`config.mk`:
```
export PLATFORM = sky130hd
export DESIGN_NAME = booth_mac_acc_flat
export DESIGN_NICKNAME = d
export VERILOG_FILES = /design/src/rtl/booth_pkg.sv /design/src/rtl/booth_mac_acc_if.sv /design/src/rtl/sat_add.sv /design/src/rtl/booth_mac_acc.sv /design/src/flat_wrapper.sv
export SDC_FILE = /design/constraint.sdc
export NUM_CORES = 1
export LEC_CHECK = 0
export CORE_ASPECT_RATIO = 1.1
export CORE_UTILIZATION = 56
export CTS_BUF_LIST = sky130_fd_sc_hd__clkbuf_4 sky130_fd_sc_hd__clkbuf_8 sky130_fd_sc_hd__clkbuf_16
export DETAILED_ROUTE_END_ITERATION = 8
export PLACE_DENSITY = 0.92
export SLEW_MARGIN = 30
export SYNTH_ARGS = -nofsm -noshare
export SYNTH_HDL_FRONTEND = slang
export SYNTH_SLANG_ARGS = --single-unit
```
`constraint.sdc`:
```
create_clock -name clk -period 4.9 [get_ports clk]
set_input_delay 0.98 -clock clk [delete_from_list [all_inputs] [get_ports clk]]
set_output_delay 0.98 -clock clk [all_outputs]
set_load 0.005 [all_outputs]
```
`src/rtl/booth_pkg.sv`:
```
// Shared definitions for the Booth multiply-accumulate back end:
// default widths, FSM state encoding and saturation limits.
package booth_pkg;

  localparam int PROD_W_DEFAULT    = 16;
  localparam int ACC_W_DEFAULT     = 24;
  localparam int MAX_TERMS_DEFAULT = 16;

  typedef enum logic [1:0] {
    IDLE  = 2'd0,
    ACCUM = 2'd1,
    DONE  = 2'd2
  } state_t;

  // Saturation limits of the default-width accumulator.
  localparam logic signed [ACC_W_DEFAULT-1:0] SAT_MAX = {1'b0, {(ACC_W_DEFAULT-1){1'b1}}};
  localparam logic signed [ACC_W_DEFAULT-1:0] SAT_MIN = {1'b1, {(ACC_W_DEFAULT-1){1'b0}}};

endpackage

```
`src/rtl/booth_mac_acc_if.sv`:
```
// Product input stream, result output stream and vector abort for the
// multiply-accumulate back end. The slave modport is the accumulator's view.
interface booth_mac_acc_if #(
  parameter int PROD_W = 16,
  parameter int ACC_W  = 24,
  parameter int CNT_W  = 5
);

  logic                     clr;
  logic                     prod_valid;
  logic                     prod_ready;
  logic signed [PROD_W-1:0] prod_data;
  logic                     prod_last;
  logic                     acc_valid;
  logic                     acc_ready;
  logic signed [ACC_W-1:0]  acc_data;
  logic [CNT_W-1:0]         acc_count;
  logic                     acc_ovf;

  modport master (
    output clr, prod_valid, prod_data, prod_last, acc_ready,
    input  prod_ready, acc_valid, acc_data, acc_count, acc_ovf
  );

  modport slave (
    input  clr, prod_valid, prod_data, prod_last, acc_ready,
    output prod_ready, acc_valid, acc_data, acc_count, acc_ovf
  );

endinterface

```
`src/rtl/sat_add.sv`:
```
// Combinational signed adder that clamps to the representable range of W
// bits and flags when clamping happened.
module sat_add #(
  parameter int W = 24
) (
  input  logic signed [W-1:0] a,
  input  logic signed [W-1:0] b,
  output logic signed [W-1:0] sum,
  output logic                ovf
);

  localparam logic signed [W-1:0] MAX_V = {1'b0, {(W-1){1'b1}}};
  localparam logic signed [W-1:0] MIN_V = {1'b1, {(W-1){1'b0}}};

  logic signed [W:0] full;

  // One extra bit holds the exact sum; disagreement of the top two bits means
  // the true result left the W-bit range, and its sign picks the clamp value.
  always_comb begin
    full = {a[W-1], a} + {b[W-1], b};
    sum  = full[W-1:0];
    ovf  = 1'b0;
    if (full[W] != full[W-1]) begin
      ovf = 1'b1;
      sum = full[W] ? MIN_V : MAX_V;
    end
  end

endmodule

```
`src/rtl/booth_mac_acc.sv`:
```
// Multiply-accumulate back end: sums a vector of signed Booth products into a
// saturating accumulator and hands the result downstream over valid/ready.
module booth_mac_acc
  import booth_pkg::*;
#(
  parameter int PROD_W    = PROD_W_DEFAULT,
  parameter int ACC_W     = ACC_W_DEFAULT,
  parameter int MAX_TERMS = MAX_TERMS_DEFAULT
) (
  input  logic            clk,
  input  logic            rst_n,
  booth_mac_acc_if.slave  bus
);

  localparam int CNT_W = $clog2(MAX_TERMS + 1);

  state_t                  state_reg, state_next;
  logic signed [ACC_W-1:0] acc_reg, acc_next;
  logic [CNT_W-1:0]        cnt_reg, cnt_next;
  logic                    ovf_reg, ovf_next;
  logic                    live_reg;

  logic                    ready;
  logic                    accept;
  logic                    terminate;
  logic signed [ACC_W-1:0] prod_ext;
  logic signed [ACC_W-1:0] sum;
  logic                    add_ovf;

  // live_reg keeps prod_ready low while in reset and for the reset cycle itself.
  assign ready     = live_reg && (state_reg != DONE);
  assign accept    = bus.prod_valid && ready && !bus.clr;
  assign prod_ext  = ACC_W'(bus.prod_data);
  assign terminate = bus.prod_last ||
                     (state_reg == IDLE  && MAX_TERMS == 1) ||
                     (state_reg == ACCUM && cnt_reg == CNT_W'(MAX_TERMS - 1));

  sat_add #(.W(ACC_W)) u_sat_add (
    .a   (acc_reg),
    .b   (prod_ext),
    .sum (sum),
    .ovf (add_ovf)
  );

  // State register plus the live flag.
  always_ff @(posedge clk) begin
    if (!rst_n) begin
      state_reg <= IDLE;
      live_reg  <= 1'b0;
    end else begin
      state_reg <= state_next;
      live_reg  <= 1'b1;
    end
  end

  // Next-state: terminating product closes the vector; handshake reopens it.
  always_comb begin
    state_next = state_reg;
    unique case (state_reg)
      IDLE:    if (accept) state_next = terminate ? DONE : ACCUM;
      ACCUM:   if (accept && terminate) state_next = DONE;
      DONE:    if (bus.acc_ready) state_next = IDLE;
      default: state_next = IDLE;
    endcase
    if (bus.clr) state_next = IDLE;
  end

  // Outputs decoded from state and the result registers.
  always_comb begin
    bus.prod_ready = ready;
    bus.acc_valid  = (state_reg == DONE);
    bus.acc_data   = acc_reg;
    bus.acc_count  = cnt_reg;
    bus.acc_ovf    = ovf_reg;
  end

  // Datapath next values: first product loads, later ones saturate-add,
  // abort or delivered result clears everything.
  always_comb begin
    acc_next = acc_reg;
    cnt_next = cnt_reg;
    ovf_next = ovf_reg;
    if (bus.clr) begin
      acc_next = '0;
      cnt_next = '0;
      ovf_next = 1'b0;
    end else if (accept) begin
      if (state_reg == IDLE) begin
        acc_next = prod_ext;
        cnt_next = CNT_W'(1);
        ovf_next = 1'b0;
      end else begin
        acc_next = sum;
        cnt_next = cnt_reg + CNT_W'(1);
        ovf_next = ovf_reg | add_ovf;
      end
    end else if (state_reg == DONE && bus.acc_ready) begin
      acc_next = '0;
      cnt_next = '0;
      ovf_next = 1'b0;
    end
  end

  // Datapath registers.
  always_ff @(posedge clk) begin
    if (!rst_n) begin
      acc_reg <= '0;
      cnt_reg <= '0;
      ovf_reg <= 1'b0;
    end else begin
      acc_reg <= acc_next;
      cnt_reg <= cnt_next;
      ovf_reg <= ovf_next;
    end
  end

endmodule

```
`src/flat_wrapper.sv`:
```
// flat-port wrapper written by rule: the top's interface ports become plain ports
module booth_mac_acc_flat import booth_pkg::*;
#(
  parameter int PROD_W    = PROD_W_DEFAULT,
  parameter int ACC_W     = ACC_W_DEFAULT,
  parameter int MAX_TERMS = MAX_TERMS_DEFAULT
)
  (clk, rst_n, bus_clr, bus_prod_valid, bus_prod_data, bus_prod_last, bus_acc_ready, bus_prod_ready, bus_acc_valid, bus_acc_data, bus_acc_count, bus_acc_ovf);
  booth_mac_acc_if #(.PROD_W(PROD_W), .ACC_W(ACC_W), .CNT_W(($clog2(MAX_TERMS + 1)))) bus_i ();
  input  logic clk;
  input  logic rst_n;
  input wire logic [$bits(bus_i.clr)-1:0] bus_clr;
  input wire logic [$bits(bus_i.prod_valid)-1:0] bus_prod_valid;
  input wire logic [$bits(bus_i.prod_data)-1:0] bus_prod_data;
  input wire logic [$bits(bus_i.prod_last)-1:0] bus_prod_last;
  input wire logic [$bits(bus_i.acc_ready)-1:0] bus_acc_ready;
  output wire logic [$bits(bus_i.prod_ready)-1:0] bus_prod_ready;
  output wire logic [$bits(bus_i.acc_valid)-1:0] bus_acc_valid;
  output wire logic [$bits(bus_i.acc_data)-1:0] bus_acc_data;
  output wire logic [$bits(bus_i.acc_count)-1:0] bus_acc_count;
  output wire logic [$bits(bus_i.acc_ovf)-1:0] bus_acc_ovf;
  assign bus_i.clr = bus_clr;
  assign bus_i.prod_valid = bus_prod_valid;
  assign bus_i.prod_data = bus_prod_data;
  assign bus_i.prod_last = bus_prod_last;
  assign bus_i.acc_ready = bus_acc_ready;
  assign bus_prod_ready = bus_i.prod_ready;
  assign bus_acc_valid = bus_i.acc_valid;
  assign bus_acc_data = bus_i.acc_data;
  assign bus_acc_count = bus_i.acc_count;
  assign bus_acc_ovf = bus_i.acc_ovf;
  booth_mac_acc #(.PROD_W(PROD_W), .ACC_W(ACC_W), .MAX_TERMS(MAX_TERMS)) u_core (.clk(clk), .rst_n(rst_n), .bus(bus_i));
endmodule
```
==> results.sh, run 1 <==
export IMPL_routed_wl_um=7054
export IMPL_cp_max_fo=4
export IMPL_fin_ws_ns=0.8707
export IMPL_min_delay_start="u_core.bus.acc_data[2]$_SDFFE_PP0P_"
export IMPL_cts_sinks=33
export IMPL_nNetsFinal=431
export IMPL_dp_hpwl_um=5184
export IMPL_syn_area_per_cell_um2=7.957
export IMPL_die_h_um=73.60
export IMPL_via_count=2730
export IMPL_synthMuxAreaShare_pct=1.151
export IMPL_cts_hold_buf=0
export IMPL_cts_tree="yes"
export IMPL_hold_viol=0
export IMPL_cts_htree_levels=2
export IMPL_final_cell_area_um2=3313
export IMPL_async_flop_share_pct=0
export IMPL_yosysWarnings=0
export IMPL_drtIter0Drc=251
export IMPL_worstPathCellList="clkdlybuf4s50_1 > ha_1 > fa_1 > a211oi_1 > o211ai_1 > a41o_1 > nor3b_1 > o21a_1 > or2_4 > o21ai_2 > or3_1 > a22o_1"
export IMPL_ys_seq_elements=33
export IMPL_fin_util_pct=75.66
export IMPL_crit_start="bus_prod_data[0]"
export IMPL_finalSetupViolCount=0
export IMPL_post_cts_buffers=0
export IMPL_power_total_mw=0.7127
export IMPL_start_util_pct=59.60
export IMPL_fill_cells=339
export IMPL_synthesis_instances=328
export IMPL_slowest_stage="clkdlybuf4s50_1"
export IMPL_dpl_instance_area_um2=3179
export IMPL_layout_drive_gt1_share_pct=8.355
export IMPL_dpl_worst_slack_ns=0.6364
export IMPL_setup_tns_ns=0
export IMPL_synth_top_family_by_area="compound AO/OA/AOI/OAI gates"
export IMPL_post_place_cells=429
export IMPL_grt_max_degree=24
export IMPL_cts_buffers=5
export IMPL_antenna_found_initial=0
export IMPL_synth_cell_types=52
export IMPL_cp_end_kind="flop"
export IMPL_synth_xor_area_share_pct=6.040
export IMPL_gp_congestion=0.9494
export IMPL_critPathMaxStageDelay_ns=0.45
export IMPL_max_vdd_ir_drop_uv=149.2
export IMPL_syn2layout_area_growth_pct=26.94
export IMPL_grt_pass1_wl_um=11500
export IMPL_maxCapViolCount=0
export IMPL_die_area_um2=4938
export IMPL_r2r_setup_slack_ns=1.68
export IMPL_insertedDiodeCount=0
export IMPL_max_freq_ghz=0.2482
export IMPL_yosys_area_share_simple_pct=18.17
export IMPL_core_um2=4379
export IMPL_layout_commonest_cell="clkdlybuf4s50_1"
export IMPL_regArea_um2=660.6
export IMPL_worstPathArrival_ns=4.21
export IMPL_status="finished, final reports clean"
export IMPL_slew_violations=0
export IMPL_yosys_top_cells_area="dfxtp_1 (25%), ha_1 (12%), a21oi_1 (5.8%)"
export IMPL_viasPerCell=6.247
export IMPL_rsz0062_at_grt="no"
export IMPL_layout_common_cells="clkdlybuf4s50_1 (53), nand2_1 (35), dfxtp_1 (33)"
export IMPL_synth_area_um2=2610
export IMPL_grt_pass1_vias=2601
export IMPL_period_needed_ns=4.029
export IMPL_whs_ns=0.4771
export IMPL_skew_ns=0.004840
export IMPL_finalCritPeriodShare_pct=82.23
export IMPL_synth_top_area_share_pct=25.31
export IMPL_drc=0
export IMPL_tightest_slew_ns=0.7988
export IMPL_cp_start_kind="input pin"
export IMPL_grt_remaining_overflow=0
export IMPL_dieWidth_um=67.09
export IMPL_ios=54
export IMPL_syn_nets=377
export IMPL_post_synth_top_area_cell="dfxtp_1"
export IMPL_multi_input_area_um2=1872
export IMPL_insertion_delay_ns=0.29
export IMPL_hold_class="flop to flop"
export IMPL_p_leak_nw=1.328
export IMPL_synth_compound_area_share_pct=33.13
export IMPL_antenna_left=0
export IMPL_grt_total_usage_pct=30.46
export IMPL_synthAdderAreaFrac_pct=13.23
export IMPL_cellPowerDensity_nw_per_um2=215.1
export IMPL_first_pass_iters=5
export IMPL_maxSlewHeadroom_pct=46.64
export IMPL_cts_root_buffer="clkbuf_8"
export IMPL_largest_register_ffs=24
export IMPL_clk_path_buf_depth=2
export IMPL_routedWlPerCell_um=16.14
export IMPL_critPathKind="input pin to flop"
export IMPL_ctsResizeCount=0
export IMPL_worstPathRequired_ns=5.08
export IMPL_yosysSeqAreaShare_pct=25.31
export IMPL_rows=25
export IMPL_synth_edf_count=0
export IMPL_ys_flop_type="dfxtp_1"
export IMPL_place_port_buffers=53
export IMPL_clk_pin_slew_worst_paths_ns=0.07
export IMPL_instances_no_fill=437
export IMPL_timing_rr_start="u_core.bus.acc_data[0]$_SDFFE_PP0P_"
-- power by group --
| part | leakage [nW] | switching (mW) | internal (mW) |
|---|---|---|---|
| sequential | 0.267 | 0.00353 | 0.272 |
| clock | 0.0681 | 0.109 | 0.202 |
| combinational | 0.993 | 0.0664 | 0.0597 |
| total | 1.33 | 0.179 | 0.534 |
-- cells in the mapped netlist, drive strengths merged (6+ instances only) --
cell     n
o21ai   43
nand2   35
dfxtp   33
a21oi   31
nor2    27
ha      26
o22ai   13
xnor2   13
o21a     8
a21o     7
nand2b   6
nand3    6
o211ai   6
-- final timing paths --
check,to,depth (start not counted)
setup / recovery,u_core.bus.acc_data[21]$_SDFFE_PP0P_,12
hold / removal,u_core.bus.acc_data[2]$_SDFFE_PP0P_,2
setup reg to reg,u_core.bus.acc_data[21]$_SDFFE_PP0P_,11
hold reg to reg,u_core.bus.acc_data[2]$_SDFFE_PP0P_,2
-- logic make-up (layout without fill, tap and decap cells) --
group | Yosys count | count (layout)
DFF | 33 | 33
and+or+nand+nor | 100 | 100
muxes | 3 | 3
AOI/OAI and AO/OA | 132 | 132
adders and majority gates | 27 | 27
buffers and inverters | 15 | 70
xor gates and xnor gates | 18 | 18
-- metal layers --
metal / GRT usage (%) / share of wire (%)
met5: 0 / 0
met4: 13.48 / 2.5
met3: 6.056 / 5.4
met2: 52.33 / 49
met1: 36.05 / 43
-- worst max-delay path: cells and delay by family --
family,cells,cell delay (ns)
fa+ha+maj,2,0.68
compound gates,6,1.28
simple gates,3,0.82
buf+inv,1,0.45
-- area by class of cell --
cell class	count	share of cell area (%)
inverter	5	0.5665
multi-input combinational	280	56.50
clock inverter	3	1.964
tap	54	2.039
clock buffer	5	2.077
timing repair buffer	57	16.92
sequential	33	19.94
Note: power is estimated with default switching activity, not from simulation.
==> inputs of run 2 (changes only) <==
Settings changed: CORE_UTILIZATION 56 to 52, PLACE_DENSITY 0.92 to 0.87.
Clock period 4.9 ns to 3.8 ns, I/O delays scaled along.
==> results.sh, run 2 (same netlist as run 1, synthesis figures left out) <==
export IMPL_status="finished, final reports clean"
export IMPL_ios=54
export IMPL_tightest_slew_ns=0.6498
export IMPL_insertedDiodeCount=0
export IMPL_p_leak_nw=1.393
export IMPL_cts_hold_buf=0
export IMPL_drtIter0Drc=192
export IMPL_worstPathCellList="clkdlybuf4s50_1 > ha_1 > fa_1 > a211oi_1 > o211ai_1 > a41o_1 > nor3b_1 > o21a_1 > or2_4 > o21ai_2 > or3_1 > a22o_1"
export IMPL_routedWlPerCell_um=14.96
export IMPL_dieWidth_um=69.55
export IMPL_antenna_left=0
export IMPL_grt_remaining_overflow=0
export IMPL_grt_pass1_vias=2635
export IMPL_routed_wl_um=6823
export IMPL_slew_violations=0
export IMPL_worstPathArrival_ns=3.74
export IMPL_viasPerCell=5.954
export IMPL_multi_input_area_um2=1872
export IMPL_critPathKind="input pin to flop"
export IMPL_maxSlewHeadroom_pct=56.52
export IMPL_rows=26
export IMPL_fin_ws_ns=0.2614
export IMPL_gp_congestion=0.9045
export IMPL_cts_sinks=33
export IMPL_maxCapViolCount=0
export IMPL_cp_max_fo=3
export IMPL_cp_end_kind="flop"
export IMPL_regArea_um2=660.6
export IMPL_die_area_um2=5307
export IMPL_drc=0
export IMPL_setup_tns_ns=0
export IMPL_cts_htree_levels=2
export IMPL_hold_viol=0
export IMPL_max_vdd_ir_drop_uv=180.8
export IMPL_finalCritPeriodShare_pct=93.12
export IMPL_syn2layout_area_growth_pct=30.68
export IMPL_grt_total_usage_pct=26.17
export IMPL_largest_register_ffs=24
export IMPL_grt_pass1_wl_um=11550
export IMPL_fin_util_pct=71.81
export IMPL_layout_drive_gt1_share_pct=12.25
export IMPL_worstPathRequired_ns=4.00
export IMPL_hold_class="flop to flop"
export IMPL_dp_hpwl_um=5110
export IMPL_rsz0062_at_grt="no"
export IMPL_slowest_stage="clkdlybuf4s50_1"
export IMPL_ctsResizeCount=0
export IMPL_clk_pin_slew_worst_paths_ns=0.08
export IMPL_critPathMaxStageDelay_ns=0.43
export IMPL_cp_start_kind="input pin"
export IMPL_place_port_buffers=53
export IMPL_die_h_um=76.31
export IMPL_cellPowerDensity_nw_per_um2=244.3
export IMPL_core_um2=4750
export IMPL_antenna_found_initial=0
export IMPL_cts_root_buffer="clkbuf_8"
export IMPL_clk_path_buf_depth=2
export IMPL_dpl_worst_slack_ns=-0.01803
export IMPL_nNetsFinal=448
export IMPL_instances_no_fill=456
export IMPL_post_place_cells=448
export IMPL_layout_common_cells="clkdlybuf4s50_1 (53), nand2_1 (35), dfxtp_1 (33)"
export IMPL_whs_ns=0.4770
export IMPL_layout_commonest_cell="clkdlybuf4s50_1"
export IMPL_insertion_delay_ns=0.30
export IMPL_skew_ns=0.004625
export IMPL_via_count=2715
export IMPL_start_util_pct=54.95
export IMPL_cts_tree="yes"
export IMPL_finalSetupViolCount=0
export IMPL_cts_buffers=5
export IMPL_r2r_setup_slack_ns=0.82
export IMPL_fill_cells=382
export IMPL_post_cts_buffers=0
export IMPL_grt_max_degree=24
export IMPL_max_freq_ghz=0.2826
export IMPL_first_pass_iters=4
export IMPL_period_needed_ns=3.539
[run 2: stage by stage]
stage / power, mW / cell area [um2]
finish: 0.8331 / 3411
floorplan: 0.4635 / 2610
detailed placement: 0.5294 / 3309
global route: 0.8593 / 3411
CTS: 0.8314 / 3411
global placement: 0.5242 / 3309
[run 2: worst max-delay path: cells and delay by family]
kind | cells | cell delay (ns)
AO/OA/AOI/OAI | 6 | 1.18
adder cells (fa/ha/maj) | 2 | 0.60
buffers and inverters | 1 | 0.43
AND/OR/NAND/NOR | 3 | 0.77
[run 2: per-layer routing]
| layer | part of all wire, % | track usage [%] | vias up |
|---|---|---|---|
| met5 | 0 | 0 | - |
| met4 | 1.4 | 10.61 | 0 |
| met3 | 6.4 | 4.497 | 11 |
| met2 | 49 | 45.83 | 95 |
| met1 | 43 | 31.37 | 1258 |
| li1 | - | - | 1351 |
[run 2: layout make-up]
cell class	count	share of cell area (%)
multi-input combinational	280	54.88
timing repair buffer	74	20.18
sequential	33	19.37
clock buffer	7	2.825
tap	56	2.054
inverter	5	0.5503
clock inverter	1	0.1467
[run 2: worst paths after layout]
path,startpoint,to,depth (start not counted)
max,bus_prod_data[0],u_core.bus.acc_data[21]$_SDFFE_PP0P_,12
min,u_core.bus.acc_data[15]$_SDFFE_PP0P_,u_core.bus.acc_data[15]$_SDFFE_PP0P_,2
max reg2reg,u_core.bus.acc_data[0]$_SDFFE_PP0P_,u_core.bus.acc_data[21]$_SDFFE_PP0P_,11
min reg2reg,u_core.bus.acc_data[15]$_SDFFE_PP0P_,u_core.bus.acc_data[15]$_SDFFE_PP0P_,2
[run 2: where the power goes]
part | internal [mW] | switching [mW]
Sequential | 0.351 | 0.00463
Combinational | 0.0838 | 0.0853
Clock | 0.164 | 0.145
==> inputs of run 3 (changes only) <==
Settings changed: CAP_MARGIN set to 5, CORE_MARGIN set to 3, PLACE_DENSITY 0.87 to unset, PLACE_DENSITY_LB_ADDON set to 0.05.
==> results.sh, run 3 (same netlist as run 1, synthesis figures left out) <==
export IMPL_status="finished, final reports clean"
export IMPL_layout_common_cells="clkdlybuf4s50_1 (53), nand2_1 (35), dfxtp_1 (33)"
export IMPL_cp_start_kind="input pin"
export IMPL_rows=26
export IMPL_fin_ws_ns=0.2517
export IMPL_worstPathArrival_ns=3.73
export IMPL_routed_wl_um=6585
export IMPL_slowest_stage="clkdlybuf4s50_1"
export IMPL_hold_class="flop to flop"
export IMPL_worstPathRequired_ns=3.99
export IMPL_gp_congestion=0.8615
export IMPL_r2r_setup_slack_ns=0.81
export IMPL_p_clk_share_pct=40.5
export IMPL_p_leak_nw=1.412
export IMPL_fin_util_pct=72.73
export IMPL_layout_drive_gt1_share_pct=12.25
export IMPL_p_sw_share_pct=25.40
export IMPL_ios=54
export IMPL_cp_end_kind="flop"
export IMPL_cts_buffers=5
export IMPL_clk_path_buf_depth=2
export IMPL_timing_rr_start="u_core.bus.acc_data[0]$_SDFFE_PP0P_"
export IMPL_cts_tree="yes"
export IMPL_dpl_instance_area_um2=3334
export IMPL_cts_htree_levels=2
export IMPL_nNetsFinal=448
export IMPL_slew_violations=0
export IMPL_whs_ns=0.4687
export IMPL_insertedDiodeCount=0
export IMPL_crit_start="bus_prod_data[0]"
export IMPL_worstPathCellList="clkdlybuf4s50_1 > ha_1 > fa_1 > a211oi_1 > o211ai_1 > a41o_1 > nor3b_1 > o21a_1 > or2_4 > o21ai_2 > or3_1 > a22o_1"
export IMPL_multi_input_area_um2=1872
export IMPL_dieWidth_um=73.55
export IMPL_grt_remaining_overflow=0
export IMPL_die_h_um=80.31
export IMPL_rsz0062_at_grt="no"
export IMPL_start_util_pct=54.95
export IMPL_p_seq_share_pct=40.2
export IMPL_reg2reg_depth=11
export IMPL_endpoint="u_core.bus.acc_data[21]$_SDFFE_PP0P_"
export IMPL_first_pass_iters=4
export IMPL_maxSlewHeadroom_pct=57.33
export IMPL_cts_root_buffer="clkbuf_8"
export IMPL_clk_pin_slew_worst_paths_ns=0.08
export IMPL_insertion_delay_ns=0.29
export IMPL_antenna_found_initial=0
export IMPL_tightest_slew_ns=0.6378
export IMPL_place_port_buffers=53
export IMPL_core_um2=4750
export IMPL_grt_pass1_wl_um=11320
export IMPL_dpl_worst_slack_ns=-0.02633
export IMPL_maxCapViolCount=0
export IMPL_syn2layout_area_growth_pct=32.36
export IMPL_pwr_share_comb_pct=19.2
export IMPL_cts_hold_buf=0
export IMPL_final_cell_area_um2=3455
export IMPL_viasPerCell=5.879
export IMPL_internal_power_mw=0.6580
export IMPL_routedWlPerCell_um=14.44
export IMPL_post_cts_buffers=0
export IMPL_critPathKind="input pin to flop"
export IMPL_cts_sinks=33
export IMPL_fill_cells=411
export IMPL_max_freq_ghz=0.2818
export IMPL_dp_hpwl_um=5019
export IMPL_p_sw_mw=0.2240
export IMPL_cp_max_fo=3
export IMPL_drc=0
export IMPL_critPathMaxStageDelay_ns=0.43
export IMPL_ctsResizeCount=0
export IMPL_grt_max_degree=24
export IMPL_cellPowerDensity_nw_per_um2=255.3
export IMPL_r2r_end="u_core.bus.acc_data[21]$_SDFFE_PP0P_"
export IMPL_grt_total_usage_pct=23.56
export IMPL_max_vdd_ir_drop_uv=181.4
export IMPL_layout_commonest_cell="clkdlybuf4s50_1"
export IMPL_grt_pass1_vias=2623
export IMPL_die_area_um2=5906
export IMPL_period_needed_ns=3.548
export IMPL_hold_viol=0
export IMPL_finalCritPeriodShare_pct=93.38
export IMPL_antenna_left=0
export IMPL_drtIter0Drc=164
export IMPL_finalSetupViolCount=0
export IMPL_largest_register_ffs=24
export IMPL_skew_ns=0.008760
export IMPL_via_count=2681
export IMPL_regArea_um2=660.6
run 3: cell types whose count changed in the layout (fill, tap and decap cells not counted):
cell,previous run,this run
buf_4,21,19
bufinv_16,0,1
clkinv_2,1,0
clkbuf_8,7,6
buf_12,0,2
clkbuf_4,0,1
run 3: worst min path at each step:
stage	start	end	slack, ns	cells after the start
floorplan	u_core.bus.acc_data[2]$_SDFFE_PP0P_	u_core.bus.acc_data[2]$_SDFFE_PP0P_	0.46	2
finish	u_core.bus.acc_data[17]$_SDFFE_PP0P_	u_core.bus.acc_data[17]$_SDFFE_PP0P_	0.47	2
CTS	u_core.bus.acc_data[17]$_SDFFE_PP0P_	u_core.bus.acc_data[17]$_SDFFE_PP0P_	0.47	2
detailed placement	u_core.bus.acc_data[17]$_SDFFE_PP0P_	u_core.bus.acc_data[17]$_SDFFE_PP0P_	0.46	2
global placement	u_core.bus.acc_data[17]$_SDFFE_PP0P_	u_core.bus.acc_data[17]$_SDFFE_PP0P_	0.46	2
global route	u_core.bus.acc_data[9]$_SDFFE_PP0P_	u_core.bus.acc_data[9]$_SDFFE_PP0P_	0.49	2
run 3: power by group through the flow:
stage / Sequential, mW / Clock, mW / Combinational [mW]
after floorplan: 0.363 / 0 / 0.101
after global placement: 0.363 / 0 / 0.166
after detailed placement: 0.363 / 0 / 0.168
after CTS: 0.355 / 0.364 / 0.169
after global routing: 0.356 / 0.382 / 0.188
final: 0.355 / 0.357 / 0.170
run 3: metal layers:
metal	part of all wire, %	GRT usage (%)	up-vias
met5	0	0	-
met4	1.4	8.333	0
met3	4.6	4.130	8
met2	48	39.54	61
met1	46	29.77	1256
li1	-	-	1356
run 3: metrics by stage:
stage	setup TNS (ns)	power, mW	std cells
final	0	0.8820	456
after global routing	0	0.9253	456
after CTS	0	0.8883	456
after detailed placement	-0.02633	0.5311	448
after global placement	0	0.5291	448
after floorplan	0	0.4635	328
run 3: area by class of cell:
cell class              instances  share of cell area (%)
flip-flops and latches         33                   19.12
inverters                       5                  0.5433
clock inverters                 1                  0.8693
repair buffers                 74                   20.64
multi-input cells             280                   54.18
well taps                      56                   2.028
clock buffers                   7                   2.608
run 3: worst max-delay path, delay by kind of cell:
| family | cells | cell delay, ns |
|---|---|---|
| buf+inv | 1 | 0.43 |
| compound gates | 6 | 1.22 |
| simple gates | 3 | 0.74 |
| fa+ha+maj | 2 | 0.60 |
